<file path="src/rtl/quant_pkg.sv">
// Shared types and command-word layout for the quantiser gain coefficient loader.
package quant_pkg;

    localparam int unsigned CMD_TOGGLE_BIT = 31;
    localparam int unsigned CMD_FILL_BIT   = 30;

    // Fixed container widths; instances use the low ADDR_W / COEF_W bits.
    localparam int unsigned CMD_START_W = 16;
    localparam int unsigned CMD_COEF_W  = 32;

    typedef enum logic [2:0] {
        ST_IDLE,
        ST_STABLE,
        ST_WAIT_SYNC,
        ST_WRITE,
        ST_DONE
    } state_t;

    typedef struct packed {
        logic [CMD_START_W-1:0] start;
        logic                   fill;
        logic [CMD_COEF_W-1:0]  coef;
    } cmd_t;

endpackage

</file>
<file path="src/rtl/quant_cmd_qualifier.sv">
// Detects a toggle of the command word, requires it to hold steady for STABLE_CYC
// cycles, then emits a one-cycle cmd_valid with the captured command.
module quant_cmd_qualifier
    import quant_pkg::*;
#(
    parameter int unsigned ADDR_W     = 10,
    parameter int unsigned COEF_W     = 18,
    parameter int unsigned STABLE_CYC = 3
) (
    input  logic        user_clk,
    input  logic        user_rst,
    input  logic        i_arm,
    input  logic [31:0] addr_reg,
    input  logic [31:0] data_reg,
    output logic        o_cmd_valid,
    output cmd_t        o_cmd
);

    localparam logic [3:0] STAB_LAST = 4'(STABLE_CYC - 1);

    state_t      r_state, w_state_nxt;
    logic [31:0] r_cmp, w_cmp_nxt;
    logic [3:0]  r_cnt, w_cnt_nxt;
    logic        r_last_toggle, w_toggle_nxt;
    logic        r_primed;
    logic        w_unused_data;

    assign w_unused_data = ^data_reg[31:COEF_W];

    always_ff @(posedge user_clk) begin
        if (user_rst) begin
            r_state       <= ST_IDLE;
            r_cmp         <= '0;
            r_cnt         <= '0;
            r_last_toggle <= 1'b0;
            r_primed      <= 1'b0;
        end else begin
            r_state       <= w_state_nxt;
            r_cmp         <= w_cmp_nxt;
            r_cnt         <= w_cnt_nxt;
            r_last_toggle <= w_toggle_nxt;
            r_primed      <= 1'b1;
        end
    end

    always_comb begin
        w_state_nxt  = r_state;
        w_cmp_nxt    = r_cmp;
        w_cnt_nxt    = r_cnt;
        w_toggle_nxt = r_last_toggle;
        o_cmd_valid  = 1'b0;
        o_cmd.start  = CMD_START_W'(r_cmp[ADDR_W-1:0]);
        o_cmd.fill   = r_cmp[CMD_FILL_BIT];
        o_cmd.coef   = CMD_COEF_W'(data_reg[COEF_W-1:0]);

        case (r_state)
            ST_IDLE: begin
                // First cycle after reset only adopts the current toggle, so a stale word never fires.
                if (!r_primed) begin
                    w_toggle_nxt = addr_reg[CMD_TOGGLE_BIT];
                end else if (i_arm && (addr_reg[CMD_TOGGLE_BIT] != r_last_toggle)) begin
                    w_cmp_nxt   = addr_reg;
                    w_cnt_nxt   = '0;
                    w_state_nxt = ST_STABLE;
                end
            end
            ST_STABLE: begin
                if (addr_reg[CMD_TOGGLE_BIT] == r_last_toggle) begin
                    w_state_nxt = ST_IDLE;
                end else if (addr_reg != r_cmp) begin
                    w_cmp_nxt = addr_reg;
                    w_cnt_nxt = '0;
                end else if (r_cnt == STAB_LAST) begin
                    o_cmd_valid  = 1'b1;
                    w_toggle_nxt = r_cmp[CMD_TOGGLE_BIT];
                    w_state_nxt  = ST_IDLE;
                end else begin
                    w_cnt_nxt = r_cnt + 4'd1;
                end
            end
            default: w_state_nxt = ST_IDLE;
        endcase
    end

endmodule

</file>
<file path="src/rtl/quant_coeff_loader.sv">
// Quantiser gain BRAM loader: qualified software commands become single writes or
// range fills to the top of the BRAM, optionally released by the spectrum sync.
module quant_coeff_loader
    import quant_pkg::*;
#(
    parameter int unsigned ADDR_W       = 10,
    parameter int unsigned COEF_W       = 18,
    parameter int unsigned STABLE_CYC   = 3,
    parameter bit          GATE_ON_SYNC = 1'b1
) (
    input  logic              user_clk,
    input  logic              user_rst,
    input  logic [31:0]       addr_reg,
    input  logic [31:0]       data_reg,
    input  logic              sync_in,
    output logic              bram_we,
    output logic [ADDR_W-1:0] bram_addr,
    output logic [COEF_W-1:0] bram_din,
    output logic              busy,
    output logic [15:0]       cmd_count,
    output logic [31:0]       status
);

    localparam logic [ADDR_W-1:0] ADDR_MAX = '1;

    logic        w_cmd_valid;
    cmd_t        w_cmd;
    logic        w_cmd_load;
    logic        w_unused_cmd;

    state_t            r_state, w_state_nxt;
    logic              r_we, w_we_nxt;
    logic [ADDR_W-1:0] r_addr, w_addr_nxt;
    logic [COEF_W-1:0] r_din, w_din_nxt;
    logic              r_busy, w_busy_nxt;
    logic [15:0]       r_cnt, w_cnt_nxt;
    logic [ADDR_W-1:0] r_start;
    logic              r_fill;
    logic [COEF_W-1:0] r_coef;

    quant_cmd_qualifier #(
        .ADDR_W    (ADDR_W),
        .COEF_W    (COEF_W),
        .STABLE_CYC(STABLE_CYC)
    ) u_qual (
        .user_clk   (user_clk),
        .user_rst   (user_rst),
        .i_arm      (r_state == ST_IDLE),
        .addr_reg   (addr_reg),
        .data_reg   (data_reg),
        .o_cmd_valid(w_cmd_valid),
        .o_cmd      (w_cmd)
    );

    assign w_unused_cmd = ^{w_cmd.start[CMD_START_W-1:ADDR_W], w_cmd.coef[CMD_COEF_W-1:COEF_W]};

    always_ff @(posedge user_clk) begin
        if (user_rst) begin
            r_state <= ST_IDLE;
            r_we    <= 1'b0;
            r_addr  <= '0;
            r_din   <= '0;
            r_busy  <= 1'b0;
            r_cnt   <= '0;
            r_start <= '0;
            r_fill  <= 1'b0;
            r_coef  <= '0;
        end else begin
            r_state <= w_state_nxt;
            r_we    <= w_we_nxt;
            r_addr  <= w_addr_nxt;
            r_din   <= w_din_nxt;
            r_busy  <= w_busy_nxt;
            r_cnt   <= w_cnt_nxt;
            if (w_cmd_load) begin
                r_start <= w_cmd.start[ADDR_W-1:0];
                r_fill  <= w_cmd.fill;
                r_coef  <= w_cmd.coef[COEF_W-1:0];
            end
        end
    end

    // Output registers are loaded from next-state values so the first write lands the cycle after capture.
    always_comb begin
        w_state_nxt = r_state;
        w_we_nxt    = 1'b0;
        w_addr_nxt  = r_addr;
        w_din_nxt   = r_din;
        w_busy_nxt  = r_busy;
        w_cnt_nxt   = r_cnt;
        w_cmd_load  = 1'b0;

        case (r_state)
            ST_IDLE: begin
                if (w_cmd_valid) begin
                    w_cmd_load = 1'b1;
                    w_busy_nxt = 1'b1;
                    if (GATE_ON_SYNC) begin
                        w_state_nxt = ST_WAIT_SYNC;
                    end else begin
                        w_state_nxt = ST_WRITE;
                        w_we_nxt    = 1'b1;
                        w_addr_nxt  = w_cmd.start[ADDR_W-1:0];
                        w_din_nxt   = w_cmd.coef[COEF_W-1:0];
                    end
                end
            end
            ST_WAIT_SYNC: begin
                if (sync_in) begin
                    w_state_nxt = ST_WRITE;
                    w_we_nxt    = 1'b1;
                    w_addr_nxt  = r_start;
                    w_din_nxt   = r_coef;
                end
            end
            ST_WRITE: begin
                if (r_fill && (r_addr != ADDR_MAX)) begin
                    w_we_nxt   = 1'b1;
                    w_addr_nxt = r_addr + 1'b1;
                end else begin
                    w_state_nxt = ST_DONE;
                    w_busy_nxt  = 1'b0;
                    w_cnt_nxt   = r_cnt + 16'd1;
                end
            end
            ST_DONE: w_state_nxt = ST_IDLE;
            default: w_state_nxt = ST_IDLE;
        endcase
    end

    assign bram_we   = r_we;
    assign bram_addr = r_addr;
    assign bram_din  = r_din;
    assign busy      = r_busy;
    assign cmd_count = r_cnt;
    assign status    = {r_busy, 15'h0000, r_cnt};

endmodule

</file>
<file path="config.mk">
export PLATFORM = sky130hd
export DESIGN_NAME = quant_coeff_loader
export DESIGN_NICKNAME = d
export VERILOG_FILES = /design/src/rtl/quant_pkg.sv /design/src/rtl/quant_cmd_qualifier.sv /design/src/rtl/quant_coeff_loader.sv
export SDC_FILE = /design/constraint.sdc
export NUM_CORES = 1
export LEC_CHECK = 0
export ABC_CLOCK_PERIOD_IN_PS = 5800
export CORE_MARGIN = 2
export CORE_UTILIZATION = 45
export DETAILED_ROUTE_END_ITERATION = 6
export PLACE_DENSITY_LB_ADDON = 0.25
export SYNTH_ARGS = -nofsm -noshare
export SYNTH_HDL_FRONTEND = slang
export SYNTH_HIERARCHICAL = 1
export SYNTH_SLANG_ARGS = --single-unit
export TNS_END_PERCENT = 50
</file>
<file path="constraint.sdc">
create_clock -name user_clk -period 5.8 [get_ports user_clk]
set_clock_uncertainty 0.15 [all_clocks]
set_input_delay 1.16 -clock user_clk [delete_from_list [all_inputs] [get_ports user_clk]]
set_output_delay 1.16 -clock user_clk [all_outputs]
set_load 0.05 [all_outputs]
</file>
### Word-level counts from Yosys, hierarchy flattened

Index checks and enable logic that the tools add are counted.

| storage, ports and cells | value |
|---|---|
| register bits | 119 |
| input bits | 67 |

| operators by class | value |
|---|---|
| add/sub/neg operators | 3 |
| equal/unequal tests | 22 |
| muxes and demuxes | 42 |
| bitwise logic cells | 1 |
| reduce and logical (&&, ||, !) cells | 16 |

Operator list:

| cell | count |
|---|---|
| 2-to-1 mux 32 bit | 4 |
| one-hot mux 32 bit (2 select lines) | 1 |
| inequality test 32 bit | 1 |
| 2-to-1 mux 3 bit | 8 |
| 2-to-1 mux 10 bit | 2 |
| 2-to-1 mux 4 bit | 5 |
| one-hot mux 10 bit (2 select lines) | 1 |
| adder 16 x 1 -> 16 bit (second input constant) | 1 |
| 2-to-1 mux 1 bit | 15 |
| AND reduction 5 bit | 3 |
| inequality test 2 bit (second input constant) | 7 |
| adder 10 x 1 -> 10 bit (second input constant) | 1 |
| inequality test 10 bit (second input constant) | 1 |
| one-hot mux 3 bit (3 select lines) | 1 |
| AND reduction 3 bit | 3 |
| inequality test 2 x 1 -> 1 bit (second input constant) | 4 |
| one-hot mux 4 bit (2 select lines) | 1 |
| equality test 3 x 2 -> 1 bit (second input constant) | 2 |
| logical NOT 3 bit | 2 |
| inequality test 3 x 2 -> 1 bit (second input constant) | 2 |
| one-hot mux 1 bit (2 select lines) | 3 |
| one-hot mux 3 bit (2 select lines) | 1 |
| nonzero test 2 bit | 3 |
| adder 4 x 1 -> 4 bit (second input constant) | 1 |
| other kinds (9) | 11 |

### Longest topological paths before layout

Gate-level depths: netlist of the first run.

| logic depth | value |
|---|---|
| depth in word-level cells | 7 |
| mapped depth | 10 |
| mapped depth without buffers | 8 |

### Modules after synthesis

The synthesis of the first run kept the hierarchy.

By module, submodules not included:

| module | instances | cells an instance | area an instance (um^2) |
|---|---|---|---|
| quant_coeff_loader | 1 | 455 | 3662.3 |
| quant_cmd_qualifier | 1 | 278 | 2377.3 |

### Least setup slack after synthesis of the first run

No wires, ideal clock.

| timing | value |
|---|---|
| path type | in2reg |
| from | input port addr_reg[24] |
| to | register r_start[6] |
| library setup time | 0.070 ns |
| arrival time | 2.988 ns |
| required time | 5.580 ns |
| setup slack | 2.592 ns |
| cell stages on the path | 9 |
| buffers on the path | 2 |
| cell sequence | xnor2_1 nand4_1 or4_4 nor3_1 and2_1 buf_2 buf_2 nand2_1 a21oi_1 |

| on the way | value |
|---|---|
| cells in the longest elaborated chain, start to end | 6 |

Ends and longest elaborated chain:

| item | line | text |
|---|---|---|
| from (decl) | quant_coeff_loader.sv:13 | `input logic [31:0] addr_reg,` |
| inequality test 32 bit | quant_cmd_qualifier.sv:70 | `end else if (addr_reg != r_cmp) begin` |
| 2-to-1 mux 1 bit | quant_cmd_qualifier.sv:70 |  |
| 2-to-1 mux 1 bit | quant_cmd_qualifier.sv:68 | `if (addr_reg[CMD_TOGGLE_BIT] == r_last_toggle) begin` |
| 2-to-1 mux 1 bit | quant_cmd_qualifier.sv:56 | `case (r_state)` |
| named net w_cmd_valid | quant_coeff_loader.sv:26 | `logic w_cmd_valid;` |
| 2-to-1 mux 1 bit | quant_coeff_loader.sv:95 | `if (w_cmd_valid) begin` |
| 2-to-1 mux 1 bit | quant_coeff_loader.sv:93 | `case (r_state)` |
| to (signal assigned) | quant_coeff_loader.sv:76 | `r_start <= w_cmd.start[ADDR_W-1:0];` |
| to (decl) | quant_coeff_loader.sv:37 | `logic [ADDR_W-1:0] r_start;` |

The timed path passes the listed nets, and every way through them passes these cells.
A chain may end at the register's enable or synchronous reset.

### Worst setup path after layout of the first run

| timing | value |
|---|---|
| from | input port addr_reg[6] |
| to | register r_start[5] |

The elaborated chain is that of the path after synthesis.

==> results of run 1 <==
## power groups by stage
stage / registers (W) / logic [W] / clock network (W)
global route: 0.000843 / 0.000175 / 0.00106
CTS: 0.000841 / 0.000163 / 0.00101
detailed placement: 0.000858 / 0.000162 / 0
global placement: 0.000857 / 0.000157 / 0
finish: 0.000841 / 0.000162 / 0.000997
floorplan: 0.000854 / 0.000134 / 0
## stage by stage
stage | hold slack (ps) | setup slack (ps) | util (%) | instances | power, W
after floorplan | 282 | 2590 | - | 726 | 0.000988
after CTS | 303 | 1610 | 57.1 | 946 | 0.00202
final | 301 | 1620 | 57.1 | 946 | 0.00200
after global placement | 288 | 1360 | 52.6 | 914 | 0.00101
after detailed placement | 295 | 1300 | 52.6 | 914 | 0.00102
after global routing | 325 | 1330 | 57.1 | 946 | 0.00207
## area by class of cell
cell class	instances	area, um2
Multi-Input combinational cell	498	2900
Tap cell	172	215
Clock inverter	12	110
Sequential cell	117	2340
Clock buffer	20	457
Inverter	9	33.8
Timing Repair Buffer	118	1170
Fill cell	1151	5440
## routing by layer
| layer | GRT usage [%] | up-vias | part of all wire (%) | routed length [um] |
|---|---|---|---|---|
| met2 | 31.0 | 177 | 47 | 6210 |
| met4 | 7.15 | 0 | 1.5 | 197 |
| li1 | - | 2449 | - | - |
| met1 | 23.1 | 2256 | 44 | 5790 |
| met3 | 6.85 | 18 | 8.2 | 1090 |
| met5 | 0 | - | 0 | 0 |
## registers in the layout, indices dropped and copies added, names as in the netlist
name                  flops
cmd_count                16
u_qual/r_last_toggle      1
r_start                  10
u_qual/r_cmp             32
r_fill                    1
u_qual/r_cnt              4
bram_we                   1
u_qual/r_state            1
bram_addr                10
u_qual/r_primed           1
busy                      1
r_coef                   18
bram_din                 18
r_state                   3
## worst paths after layout
check	slack (ps)	cells after the start	endpoint
setup / recovery	1620	8	r_start[5]$_SDFFE_PP0P_
hold / removal	300	2	bram_din[10]$_SDFFE_PP0P_
setup reg to reg	2510	7	r_start[5]$_SDFFE_PP0P_
hold reg to reg	300	2	bram_din[10]$_SDFFE_PP0P_
## critical path: stages
cell and delay [ps]:
clkdlybuf4s50_1 460, xnor2_1 280, nand4_1 170, or4_4 560, nor3_1 500, and2_1 890, nand2_1 170, a21oi_1 160
==> flow_summary.json, run 1 <==
{
  "status": "finished, final reports clean",
  "die-width_um": 118,
  "timing.critical_path.from": "addr_reg[6]",
  "worst_ep_arrival_time_ps": 4350,
  "floorplan.initialDensity_pct": 46.5,
  "pwr_density_cell_nw_per_um2": 277,
  "grt_max_degree": 92,
  "tightest_slew_ps": 1200,
  "critPathMaxFanout": 29,
  "antenna_violations_before_repair": 0,
  "grt_setup_unrepaired": "false",
  "wirelength_um": 13300,
  "layout-drive-gt1-share_pct": 7.36,
  "mostFrequentLayoutCell": "nand2_1",
  "clkLatencyLatePin_ps": 400,
  "vdd.ir_drop.worst_uv": 183,
  "netSwitchingFraction_pct": 22.8,
  "holdCritStartpoint": "r_coef[10]$_SDFFE_PP0P_",
  "cts_tree": "yes",
  "clock_sink_count": 117,
  "finalSetupViolCount": 0,
  "report.final.slew_viol_count": 0,
  "totalNegativeSetupSlack_ps": 0,
  "postRouteAntennaNets": 0,
  "detail_route.iter0.violations": 286,
  "place_congestion": 0.852,
  "grt_pass1_vias": 4729,
  "timing.final.crit_period_ps": 4180,
  "cts.clk_slew.worst_paths_ps": 50,
  "cts_setup_buffers": 0,
  "cts_made_buffers": 17,
  "cp.required_ps": 5980,
  "final_cell_area_um2": 7230,
  "reg2reg_from": "u_qual/r_cmp[6]$_SDFFE_PP0P_",
  "die_area_um2": 14000,
  "wire_length_of_the_first_global_routing_pass_um": 21900,
  "maxSlewHeadroom_pct": 20.1,
  "rows": 41,
  "post-route-period-util_pct": 72.0,
  "worstSetupEndpointType": "flip-flop",
  "detail_route.first_pass.iterations": 5,
  "number_of_ports_placed_on_the_die_boundary": 145,
  "postSynthAreaPerCell_um2": 8.27,
  "num-nets-final": 832,
  "cts_buffer_depth": 2,
  "power.combinational.fraction_pct": 8.1,
  "cts_hold_buffers": 0,
  "mostFrequentLayoutCells": "nand2_1, dfxtp_1, clkdlybuf4s50_1, a21oi_1, mux2i_1",
  "ctsRootBufferMaster": "clkbuf_16",
  "net-switching-power_w": 0.000456,
  "htreeDepth": 4,
  "syn_area_um2": 5890,
  "seqPwrFrac_pct": 42.1,
  "cell_internal_power_w": 0.00154,
  "post-route-drc-count": 0,
  "cellLeakagePower_nw": 2.60,
  "hold_path_class": "flip-flop to flip-flop",
  "core_um2": 12700,
  "overflow": 0,
  "port_buffers": 115,
  "clockPowerShare_pct": 49.8,
  "max_cap_violations": 0,
  "drt-vias-per-instance": 5.18,
  "timing.setup.critical_path_class": "input port to flip-flop",
  "synthesis.instances": 712,
  "report.final.hold_viol_count": 0,
  "insertedDiodeCount": 0,
  "synth-warning-count": 6,
  "cts-resized-gates": 0,
  "via_count": 4900,
  "wl_per_instance_um": 14.0,
  "placed_cell_area_um2": 6660,
  "cp-start-kind": "input port",
  "hpwlAfterDp_um": 9070,
  "maximum_frequency_from_static_timing_analysis_mhz": 239,
  "overall_global_routing_resource_usage_pct": 19.1,
  "dieHeight_um": 118,
  "area_delta_synth_final_pct": 22.9
}
Power figures use the tool's default switching activity.
==> run 2, diff against run 1 <==
ABC_CLOCK_PERIOD_IN_PS = 3700   (was 5800)
clock period = 3.7 ns   (was 5.8 ns; I/O delays follow)
==> flow_summary.json, run 2 (synthesis results as in run 1) <==
{
  "cp.required_ps": 3880,
  "pwr_density_cell_nw_per_um2": 412,
  "timing.hold.ws_ps": 299,
  "clkLatencyLatePin_ps": 410,
  "critPathMaxFanout": 27,
  "mostFrequentLayoutCells": "nand2_1, dfxtp_1, clkdlybuf4s50_1, a21oi_1, mux2i_1",
  "slowest_stage": "or4_4",
  "wirelength_um": 12900,
  "multi_input_area_um2": 2900,
  "die_area_um2": 14000,
  "cts.clk_slew.worst_paths_ps": 50,
  "htreeDepth": 4,
  "maximum_frequency_from_static_timing_analysis_mhz": 344,
  "dieHeight_um": 118,
  "via_count": 4934,
  "rr_worst_depth": 5,
  "postRouteAntennaNets": 0,
  "overflow": 0,
  "number_of_ports_placed_on_the_die_boundary": 145,
  "hpwlAfterDp_um": 8950,
  "num-nets-final": 839,
  "cts_setup_buffers": 0,
  "ctsRootBufferMaster": "clkbuf_16",
  "placed_cell_area_um2": 6740,
  "mostFrequentLayoutCell": "nand2_1",
  "reg2reg_setup_slack_ps": 1050,
  "hold_path_class": "flip-flop to flip-flop",
  "worst_ep_arrival_time_ps": 3080,
  "critical_path.max_stage_delay_ps": 580,
  "report.final.slew_viol_count": 0,
  "layout-drive-gt1-share_pct": 7.46,
  "totalPowerFinal_w": 0.00298,
  "finalSetupViolCount": 0,
  "cts_hold_buffers": 0,
  "worst_setup_slack_before_clock_tree_synthesis_ps": 377,
  "max_cap_violations": 0,
  "seq_area_um2": 2340,
  "number_of_fillers_in_the_final_layout": 1182,
  "totalNegativeSetupSlack_ps": 0,
  "cellLeakagePower_nw": 2.60,
  "top_register": "u_qual/r_cmp",
  "timing.final.crit_period_ps": 2910,
  "cts_buffer_depth": 2,
  "timing.critical_path.from": "addr_reg[3]",
  "detail_route.first_pass.iterations": 5,
  "port_buffers": 115,
  "regToRegEndpoint": "cmd_count[9]$_SDFFE_PP0P_",
  "tightest_slew_ps": 1050,
  "vdd.ir_drop.worst_uv": 320,
  "cts_made_buffers": 17,
  "floorplan.initialDensity_pct": 46.5,
  "reg2reg_from": "bram_addr[0]$_SDFFE_PP0P_",
  "worst_setup_path_endpoint": "r_coef[4]$_SDFFE_PP0P_",
  "timing.setup.critical_path_class": "input port to flip-flop",
  "antenna_violations_before_repair": 0,
  "place_congestion": 0.840,
  "post-route-period-util_pct": 78.5,
  "cts-resized-gates": 0,
  "grt_setup_unrepaired": "false",
  "drt-vias-per-instance": 5.19,
  "area_delta_synth_final_pct": 23.2,
  "maxSlewHeadroom_pct": 29.9,
  "report.final.hold_viol_count": 0,
  "cp-start-kind": "input port",
  "clock_sink_count": 117,
  "overall_global_routing_resource_usage_pct": 19.0,
  "status": "finished, final reports clean",
  "detail_route.iter0.violations": 476,
  "rows": 41,
  "post-route-drc-count": 0,
  "insertedDiodeCount": 0,
  "grt_max_degree": 69,
  "largest_register_ff_count": 32,
  "finalWorstSetupSlack_ps": 795,
  "worstSetupEndpointType": "flip-flop",
  "final_cell_area_um2": 7250,
  "grt_pass1_vias": 4518,
  "die-width_um": 118,
  "core_um2": 12700,
  "cp_cell_sequence": "clkdlybuf4s50_1 > xnor2_1 > nand4_1 > or4_4 > nor3_1 > buf_4 > and2_1 > buf_12 > nand2_1 > a21oi_1",
  "wl_per_instance_um": 13.6,
  "wire_length_of_the_first_global_routing_pass_um": 21700,
  "cts_tree": "yes"
}
==> run 2: cell types whose count changed in the layout (fill, tap and decap cells not counted) <==
cell,change
clkbuf_8,+1
buf_12,+2
clkinv_2,-6
clkbuf_1,+3
buf_4,+5
clkinvlp_4,+1
bufinv_16,-2
==> run 2: area by class of cell <==
type	instances	share of cell area, %
Clock buffer	24	6.64
Clock inverter	5	0.380
Inverter	9	0.466
Multi-Input combinational cell	498	40.1
Sequential cell	117	32.3
Tap cell	172	2.97
Timing Repair Buffer	125	17.2
==> run 2: through the flow <==
| stage | std cells | util [%] |
|---|---|---|
| finish | 950 | 57.2 |
| detailed placement | 921 | 53.2 |
| global placement | 921 | 53.2 |
| global route | 950 | 57.2 |
| floorplan | 726 | - |
| CTS | 950 | 57.2 |
==> run 2: how the worst min path moves through the flow <==
stage | endpoint | cells after the start | startpoint
4_1_cts | bram_din[2]$_SDFFE_PP0P_ | 2 | r_coef[2]$_SDFFE_PP0P_
2_1_floorplan | bram_din[0]$_SDFFE_PP0P_ | 2 | r_coef[0]$_SDFFE_PP0P_
3_5_place_dp | bram_din[2]$_SDFFE_PP0P_ | 2 | r_coef[2]$_SDFFE_PP0P_
5_1_grt | bram_din[2]$_SDFFE_PP0P_ | 2 | r_coef[2]$_SDFFE_PP0P_
6_report | bram_din[6]$_SDFFE_PP0P_ | 2 | r_coef[6]$_SDFFE_PP0P_
3_3_place_gp | bram_din[5]$_SDFFE_PP0P_ | 2 | r_coef[5]$_SDFFE_PP0P_
==> run 2: where the power goes <==
group | switching [W] | total, W | internal, W
registers | 0.0000246 | 0.00132 | 0.00129
clock network | 0.000521 | 0.00141 | 0.000889
logic | 0.000138 | 0.000255 | 0.000117
total | 0.000684 | 0.00298 | 0.00230
==> run 2: worst max-delay path: cells and delay by family <==
family | cells | cell delay (ps)
xor gates and xnor gates | 1 | 140
buffers and inverters | 3 | 840
and+or+nand+nor | 5 | 1210
AOI/OAI and AO/OA | 1 | 140
==> run 2: metal layers <==
metal,vias up,wire (um),track usage [%]
li1,2462,-,-
met1,2282,5720,24.0
met2,180,6000,30.0
met3,10,1100,6.81
met4,0,126,6.17
met5,-,0,0
